--- src/rtl/sha256_stream_core.sv ---
// ---------------------------------------------------------------------------
// sha256_stream_core
//
// Streaming SHA-256 compression engine. Accepts 512-bit message blocks over a
// valid/ready handshake, chains the hash state H across the blocks of a
// message, and runs ROUNDS_PER_CYCLE compression rounds per clock. The final
// digest is held on out_hash with out_valid until out_ready is seen.
//
// Parameters
//   ROUNDS_PER_CYCLE  rounds per clock, 1/2/4/8 (others fail elaboration)
//   BLK_CNT_W         width of blk_count
//
// Ports
//   clk        clock, rising edge
//   reset_n    synchronous active-low reset
//   in_valid   in_block/in_first/in_last/iv valid
//   in_ready   core can accept a block (IDLE and not in reset)
//   in_block   message block, word 0 in [511:480]
//   in_first   block starts a new message, chain from iv
//   in_last    block ends the message, present digest
//   iv         initial hash, h0 in [255:224]
//   out_valid  digest valid (HOLD)
//   out_ready  digest consumer ready
//   out_hash   chaining state H, h0 in [255:224]
//   blk_count  blocks completed since last in_first
//   busy       engine not idle
//   mid_valid  (SHA256_MIDSTATE_OUT_EN only) one-cycle pulse after every
//              non-last block; out_hash then carries the midstate
//
// Build option: define SHA256_MIDSTATE_OUT_EN to add the mid_valid port.
// ---------------------------------------------------------------------------
module sha256_stream_core #(
   parameter int ROUNDS_PER_CYCLE = 1,
   parameter int BLK_CNT_W        = 16
) (
   input  logic                 clk,
   input  logic                 reset_n,
   input  logic                 in_valid,
   output logic                 in_ready,
   input  logic [511:0]         in_block,
   input  logic                 in_first,
   input  logic                 in_last,
   input  logic [255:0]         iv,
   output logic                 out_valid,
   input  logic                 out_ready,
   output logic [255:0]         out_hash,
   output logic [BLK_CNT_W-1:0] blk_count,
   output logic                 busy
`ifdef SHA256_MIDSTATE_OUT_EN
   ,
   output logic                 mid_valid
`endif
);

   localparam int R = ROUNDS_PER_CYCLE;

   if (!(R == 1 || R == 2 || R == 4 || R == 8)) begin : g_bad_rounds
      $error("sha256_stream_core: ROUNDS_PER_CYCLE must be 1, 2, 4 or 8");
   end

   localparam logic [255:0] FIPS_IV =
      256'h6a09e667_bb67ae85_3c6ef372_a54ff53a_510e527f_9b05688c_1f83d9ab_5be0cd19;

   localparam logic [31:0] K [64] = '{
      32'h428a2f98, 32'h71374491, 32'hb5c0fbcf, 32'he9b5dba5, 32'h3956c25b, 32'h59f111f1, 32'h923f82a4, 32'hab1c5ed5,
      32'hd807aa98, 32'h12835b01, 32'h243185be, 32'h550c7dc3, 32'h72be5d74, 32'h80deb1fe, 32'h9bdc06a7, 32'hc19bf174,
      32'he49b69c1, 32'hefbe4786, 32'h0fc19dc6, 32'h240ca1cc, 32'h2de92c6f, 32'h4a7484aa, 32'h5cb0a9dc, 32'h76f988da,
      32'h983e5152, 32'ha831c66d, 32'hb00327c8, 32'hbf597fc7, 32'hc6e00bf3, 32'hd5a79147, 32'h06ca6351, 32'h14292967,
      32'h27b70a85, 32'h2e1b2138, 32'h4d2c6dfc, 32'h53380d13, 32'h650a7354, 32'h766a0abb, 32'h81c2c92e, 32'h92722c85,
      32'ha2bfe8a1, 32'ha81a664b, 32'hc24b8b70, 32'hc76c51a3, 32'hd192e819, 32'hd6990624, 32'hf40e3585, 32'h106aa070,
      32'h19a4c116, 32'h1e376c08, 32'h2748774c, 32'h34b0bcb5, 32'h391c0cb3, 32'h4ed8aa4a, 32'h5b9cca4f, 32'h682e6ff3,
      32'h748f82ee, 32'h78a5636f, 32'h84c87814, 32'h8cc70208, 32'h90befffa, 32'ha4506ceb, 32'hbef9a3f7, 32'hc67178f2
   };

   typedef enum logic [1:0] {IDLE, COMPUTE, FINAL, HOLD} state_t;

   function automatic logic [31:0] ror(input logic [31:0] x, input int n);
      return (x >> n) | (x << (32 - n));
   endfunction

   function automatic logic [31:0] small_sigma0(input logic [31:0] x);
      return ror(x, 7) ^ ror(x, 18) ^ (x >> 3);
   endfunction

   function automatic logic [31:0] small_sigma1(input logic [31:0] x);
      return ror(x, 17) ^ ror(x, 19) ^ (x >> 10);
   endfunction

   function automatic logic [31:0] big_sigma0(input logic [31:0] x);
      return ror(x, 2) ^ ror(x, 13) ^ ror(x, 22);
   endfunction

   function automatic logic [31:0] big_sigma1(input logic [31:0] x);
      return ror(x, 6) ^ ror(x, 11) ^ ror(x, 25);
   endfunction

   // One compression round on the packed working state {a,b,c,d,e,f,g,h}.
   function automatic logic [255:0] round_step(input logic [255:0] s,
                                               input logic [31:0]  kt,
                                               input logic [31:0]  wt);
      logic [31:0] a, b, c, d, e, f, g, h, t1, t2;
      {a, b, c, d, e, f, g, h} = s;
      t1 = h + big_sigma1(e) + ((e & f) ^ (~e & g)) + kt + wt;
      t2 = big_sigma0(a) + ((a & b) ^ (a & c) ^ (b & c));
      return {t1 + t2, a, b, c, d + t1, e, f, g};
   endfunction

   // Word-wise mod 2^32 addition of two packed 8-word states.
   function automatic logic [255:0] add_words(input logic [255:0] x,
                                              input logic [255:0] y);
      logic [255:0] r;
      for (int i = 0; i < 8; i++) begin
         r[32*i +: 32] = x[32*i +: 32] + y[32*i +: 32];
      end
      return r;
   endfunction

   state_t               state;
   logic [5:0]           round;
   logic                 last_q;
   logic [255:0]         hash_q;
   logic [255:0]         work_q;
   logic [31:0]          win [16];
   logic [BLK_CNT_W-1:0] blk_cnt_q;
   logic                 out_valid_q;
   logic                 busy_q;
   logic                 in_ready_q;
   logic                 acc;

   logic [31:0]          ext [16+R];
   logic [255:0]         st  [R+1];

   assign in_ready  = in_ready_q & reset_n;
   assign acc       = in_valid & in_ready;
   assign out_valid = out_valid_q;
   assign out_hash  = hash_q;
   assign blk_count = blk_cnt_q;
   assign busy      = busy_q;

   // Schedule window extended by R words; window entry 0 is always W[round],
   // so the same expansion serves rounds below and above 16.
   always_comb begin
      for (int i = 0; i < 16; i++) begin
         ext[i] = win[i];
      end
      for (int j = 0; j < R; j++) begin
         ext[16+j] = small_sigma1(ext[14+j]) + ext[9+j] + small_sigma0(ext[1+j]) + ext[j];
      end
      st[0] = work_q;
      for (int k = 0; k < R; k++) begin
         st[k+1] = round_step(st[k], K[round + 6'(k)], ext[k]);
      end
   end

   // Datapath registers: no reset, contents only meaningful after an accept.
   always_ff @(posedge clk) begin
      if (acc) begin
         for (int i = 0; i < 16; i++) begin
            win[i] <= in_block[511 - 32*i -: 32];
         end
         work_q <= in_first ? iv : hash_q;
      end else if (state == COMPUTE) begin
         for (int i = 0; i < 16; i++) begin
            win[i] <= ext[R+i];
         end
         work_q <= st[R];
      end
   end

   // Control FSM and chaining state.
   always_ff @(posedge clk) begin
      if (!reset_n) begin
         state       <= IDLE;
         round       <= '0;
         last_q      <= 1'b0;
         hash_q      <= FIPS_IV;
         blk_cnt_q   <= '0;
         out_valid_q <= 1'b0;
         busy_q      <= 1'b0;
         in_ready_q  <= 1'b1;
`ifdef SHA256_MIDSTATE_OUT_EN
         mid_valid   <= 1'b0;
`endif
      end else begin
`ifdef SHA256_MIDSTATE_OUT_EN
         mid_valid <= 1'b0;
`endif
         case (state)
            IDLE: begin
               if (acc) begin
                  last_q     <= in_last;
                  round      <= '0;
                  busy_q     <= 1'b1;
                  in_ready_q <= 1'b0;
                  state      <= COMPUTE;
                  if (in_first) begin
                     hash_q    <= iv;
                     blk_cnt_q <= '0;
                  end
               end
            end
            COMPUTE: begin
               round <= round + 6'(R);
               if (round == 6'(64 - R)) begin
                  state <= FINAL;
               end
            end
            FINAL: begin
               hash_q    <= add_words(hash_q, work_q);
               blk_cnt_q <= blk_cnt_q + 1'b1;
               if (last_q) begin
                  state       <= HOLD;
                  out_valid_q <= 1'b1;
               end else begin
                  state      <= IDLE;
                  busy_q     <= 1'b0;
                  in_ready_q <= 1'b1;
`ifdef SHA256_MIDSTATE_OUT_EN
                  mid_valid  <= 1'b1;
`endif
               end
            end
            HOLD: begin
               if (out_ready) begin
                  state       <= IDLE;
                  out_valid_q <= 1'b0;
                  busy_q      <= 1'b0;
                  in_ready_q  <= 1'b1;
               end
            end
            default: state <= IDLE;
         endcase
      end
   end

endmodule

--- config.mk ---
export PLATFORM = sky130hd
export DESIGN_NAME = sha256_stream_core
export DESIGN_NICKNAME = d
export VERILOG_FILES = /design/src/rtl/sha256_stream_core.sv
export SDC_FILE = /design/constraint.sdc
export NUM_CORES = 2
export LEC_CHECK = 0
export CORE_AREA = 3 3 411 413
export CTS_CLUSTER_DIAMETER = 200
export CTS_CLUSTER_SIZE = 14
export DETAILED_ROUTE_END_ITERATION = 10
export DIE_AREA = 0 0 414 416
export PLACE_DENSITY = 0.68
export REMOVE_ABC_BUFFERS = 1
export SKIP_CTS_REPAIR_TIMING = 1
export SLEW_MARGIN = 20
export SYNTH_ARGS = -nofsm -noshare
export SYNTH_HDL_FRONTEND = slang
export SYNTH_SLANG_ARGS = --single-unit
--- constraint.sdc ---
create_clock -name clk -period 57.4 [get_ports clk]
set_input_delay 11.48 -clock clk [delete_from_list [all_inputs] [get_ports clk]]
set_output_delay 11.48 -clock clk [all_outputs]
set_load 0.02 [all_outputs]
==> out/metrics.csv <==
stage;metric;value;unit
status;status;completed;
grt;grt_pass1_wl;442000;µm
logic_synthesis;synth_warnings;0;
routing;vias_per_cell;6.09;
logic_synthesis;synth.avg_cell_area;9.56;µm²
floorplanning;die_area;172000;µm²
min_path;hold_path_class;reg2reg;
cells_and_area;final_common_cell;clkdlybuf4s50_1;
floorplanning;start_util;45.1;%
routing;routed_wl;312000;µm
logic_synthesis;synth_xor_area_share;6.47;%
routing;antenna_left;0;
clocking;cts_root_buffer;clkbuf_16;
floorplanning;num_rows;149;
timing;rsz0062_at_grt;false;
logic_synthesis;synth_cell_types;94;
logic_synthesis;synthCells;7782;
timing;fmax;0.0412;GHz
routing;dr.pass1.iters;6;
grt;track_usage;34.8;%
place;portBuffers;1048;
setup_path;required;45.92;ns
setup_path;crit_type;in2out;
clocking;cts_max_level;3;
timing;drv_slew;0;
cells_and_area;fillers;15000;
cells_and_area;utilization;54.2;%
routing;drt_iter0_drc;7217;
clocking;cts_buffers;85;
grt;grt_pass1_vias;63100;
place;place_congestion;1.01;
floorplanning;die_w;414;µm
routing;wl_per_cell;28.8;µm
logic_synthesis;yosys.area_share.simple;12.3;%
min_path;hp-start;out_hash[195];
floorplanning;core;165000;µm²
logic_synthesis;synth_top_family_by_area;compound AO/OA/AOI/OAI gates;
setup_path;crit_path_start_kind;input pin;
cells_and_area;area_growth;20.2;%
place;dp_hpwl;235000;µm
cells_and_area;layout_common_cells;1046 x clkdlybuf4s50_1, 944 x nand2_1, 768 x edfxtp_1;
logic_synthesis;ys_ff_latch;1052;
setup_path;worstPathArrival;12.76;ns
cells_and_area;stdcell_count;10800;
setup_path;endpoint_kind;output port;
floorplanning;io_pins;1049;
routing;num_vias;65900;
logic_synthesis;syn-cell-area;74400;µm²
setup_path;r2r_slack;46.63;ns
timing;period_needed;24.24;ns
cells_and_area;drive_above_1_share;7.15;%
grt;grt_antenna_before_repair;57;
grt;gr-total-overflow;0;
floorplanning;die_height;416;µm
logic_synthesis;synth_compound_area_share;17.4;%
timing;hold_viol;0;
setup_path;critPathMaxFanout;5;
place;dp.cells;10700;
timing;layout_worst_path_cycle_share;42.2;%
grt;grt_max_degree;192;
logic_synthesis;muxShareOfSynthArea;9.11;%
min_path;whs_endpoint;out_hash[195];
min_path;hold_depth;2;
cells_and_area;final_nets;9920;
timing;setup_viol;0;
logic_synthesis;synth-adder-area-share;11.9;%
logic_synthesis;synthFlopType;edfxtp_1;
timing;worst_pin_slew;1.29;ns
logic_synthesis;async_flop_share;0;%
setup_path;r2r_cells;34;
setup_path;r2r_start;round[3];
routing;drc;0;
clocking;clk_pin_slew;0.07;ns
timing;slew_headroom;13.8;%
setup_path;timing.rr.end;work_q[254];
clocking;clock_latency;0.77;ns
clocking;clk_path_buf_depth;3;
logic_synthesis;synth_edf_count;768;
clocking;clock_sinks;1052;
logic_synthesis;ys_seq_area_share;38.6;%
job;drv_cap;0;
clocking;tritoncts;yes;
timing;fin_skew;0.0595;ns
==> metal layers <==
metal | vias to the layer above | global-route usage [%] | share of wire [%]
met5 | - | 0 | 0.068
met4 | 30 | 21.5 | 7.0
met3 | 716 | 7.32 | 8.4
met2 | 3235 | 56.7 | 47
met1 | 32300 | 42.3 | 38
li1 | 29700 | - | -
==> per-stage QoR <==
stage               hold WS, ns  setup slack, ns  setup TNS [ns]  instance area, µm²
finish                    0.503            33.16               0               89500
global route              0.532            33.15               0               89400
CTS                       0.496            33.17               0               89300
detailed placement        0.473            33.18               0               86800
global placement          0.464            33.16               0               86800
floorplan                 0.432           -13.13        -4202.57               72700
==> flip-flops by register name (all words and copies together) (netlist names) <==
register / cells
busy: 1
in_ready_q: 1
work_q: 256
last_q: 1
blk_count: 16
round: 6
win: 512
out_hash: 256
out_valid: 1
state: 2
==> logic make-up after synthesis <==
kind of cell,after synthesis
muxes,626
DFF,1052
AOI/OAI and AO/OA,2019
xor gates and xnor gates,550
buffers and inverters,830
adders and majority gates,592
and+or+nand+nor,2113
==> critical path, stage by stage <==
cell             delay [ns]
buf_4                  0.26
and2_1                 0.33
clkdlybuf4s50_1        0.67
==> cells in the mapped netlist (all sizes together), types with 19 or more instances <==
cell type  instances  share of area [%]
o22ai             50               0.42
xnor2            382                4.5
mux2i            257                3.5
o21ai            419                2.8
inv              377                1.9
a211o             19               0.22
mux2             364                5.5
o21a              71               0.72
o31ai             31               0.33
a21oi            666                4.5
nor2             593                3.0
ha               394                6.6
or3               34               0.29
a22oi             30               0.30
nand4             23               0.19
dfxtp            284                7.6
clkbuf           395                2.0
nor3             114               0.77
nand3            141               0.95
and3              45               0.38
buf               55               0.29
a211oi            82               0.84
o311ai            20               0.24
nand2b            69               0.58
o211ai            39               0.39
nor2b             65               0.55
o221ai            19               0.22
a222oi            44               0.59
xor2             168                2.0
a31oi             66               0.55
a221oi            42               0.49
edfxtp           768                 31
a21o             157                1.6
o2111ai           72               0.85
fa               195                5.2
o21bai            52               0.52
a311oi            25               0.29
nand2            948                4.8
==> cell type report <==
| class | instances | area (µm²) | share of cell area (%) |
|---|---|---|---|
| Timing Repair Buffer | 1138 | 11300 | 12.6 |
| Multi-Input combinational cell | 5900 | 42700 | 47.7 |
| Inverter | 380 | 1430 | 1.60 |
| Antenna cell | 36 | 90.1 | 0.101 |
| Sequential cell | 1052 | 28800 | 32.1 |
| Tap cell | 2189 | 2740 | 3.06 |
| Clock buffer | 127 | 2280 | 2.55 |
| Clock inverter | 8 | 216 | 0.242 |
==> worst max path at each step <==
stage / start / endpoint / cells past startpoint
2_1_floorplan: in_valid / win[0][0] / 3
3_3_place_gp: reset_n / in_ready / 3
3_5_place_dp: reset_n / in_ready / 3
4_1_cts: reset_n / in_ready / 3
5_1_grt: reset_n / in_ready / 3
6_report: reset_n / in_ready / 3
Power is left out: the tool's default activity adds up to more than one toggle a clock period on the data nets, which glitch-free logic cannot reach.
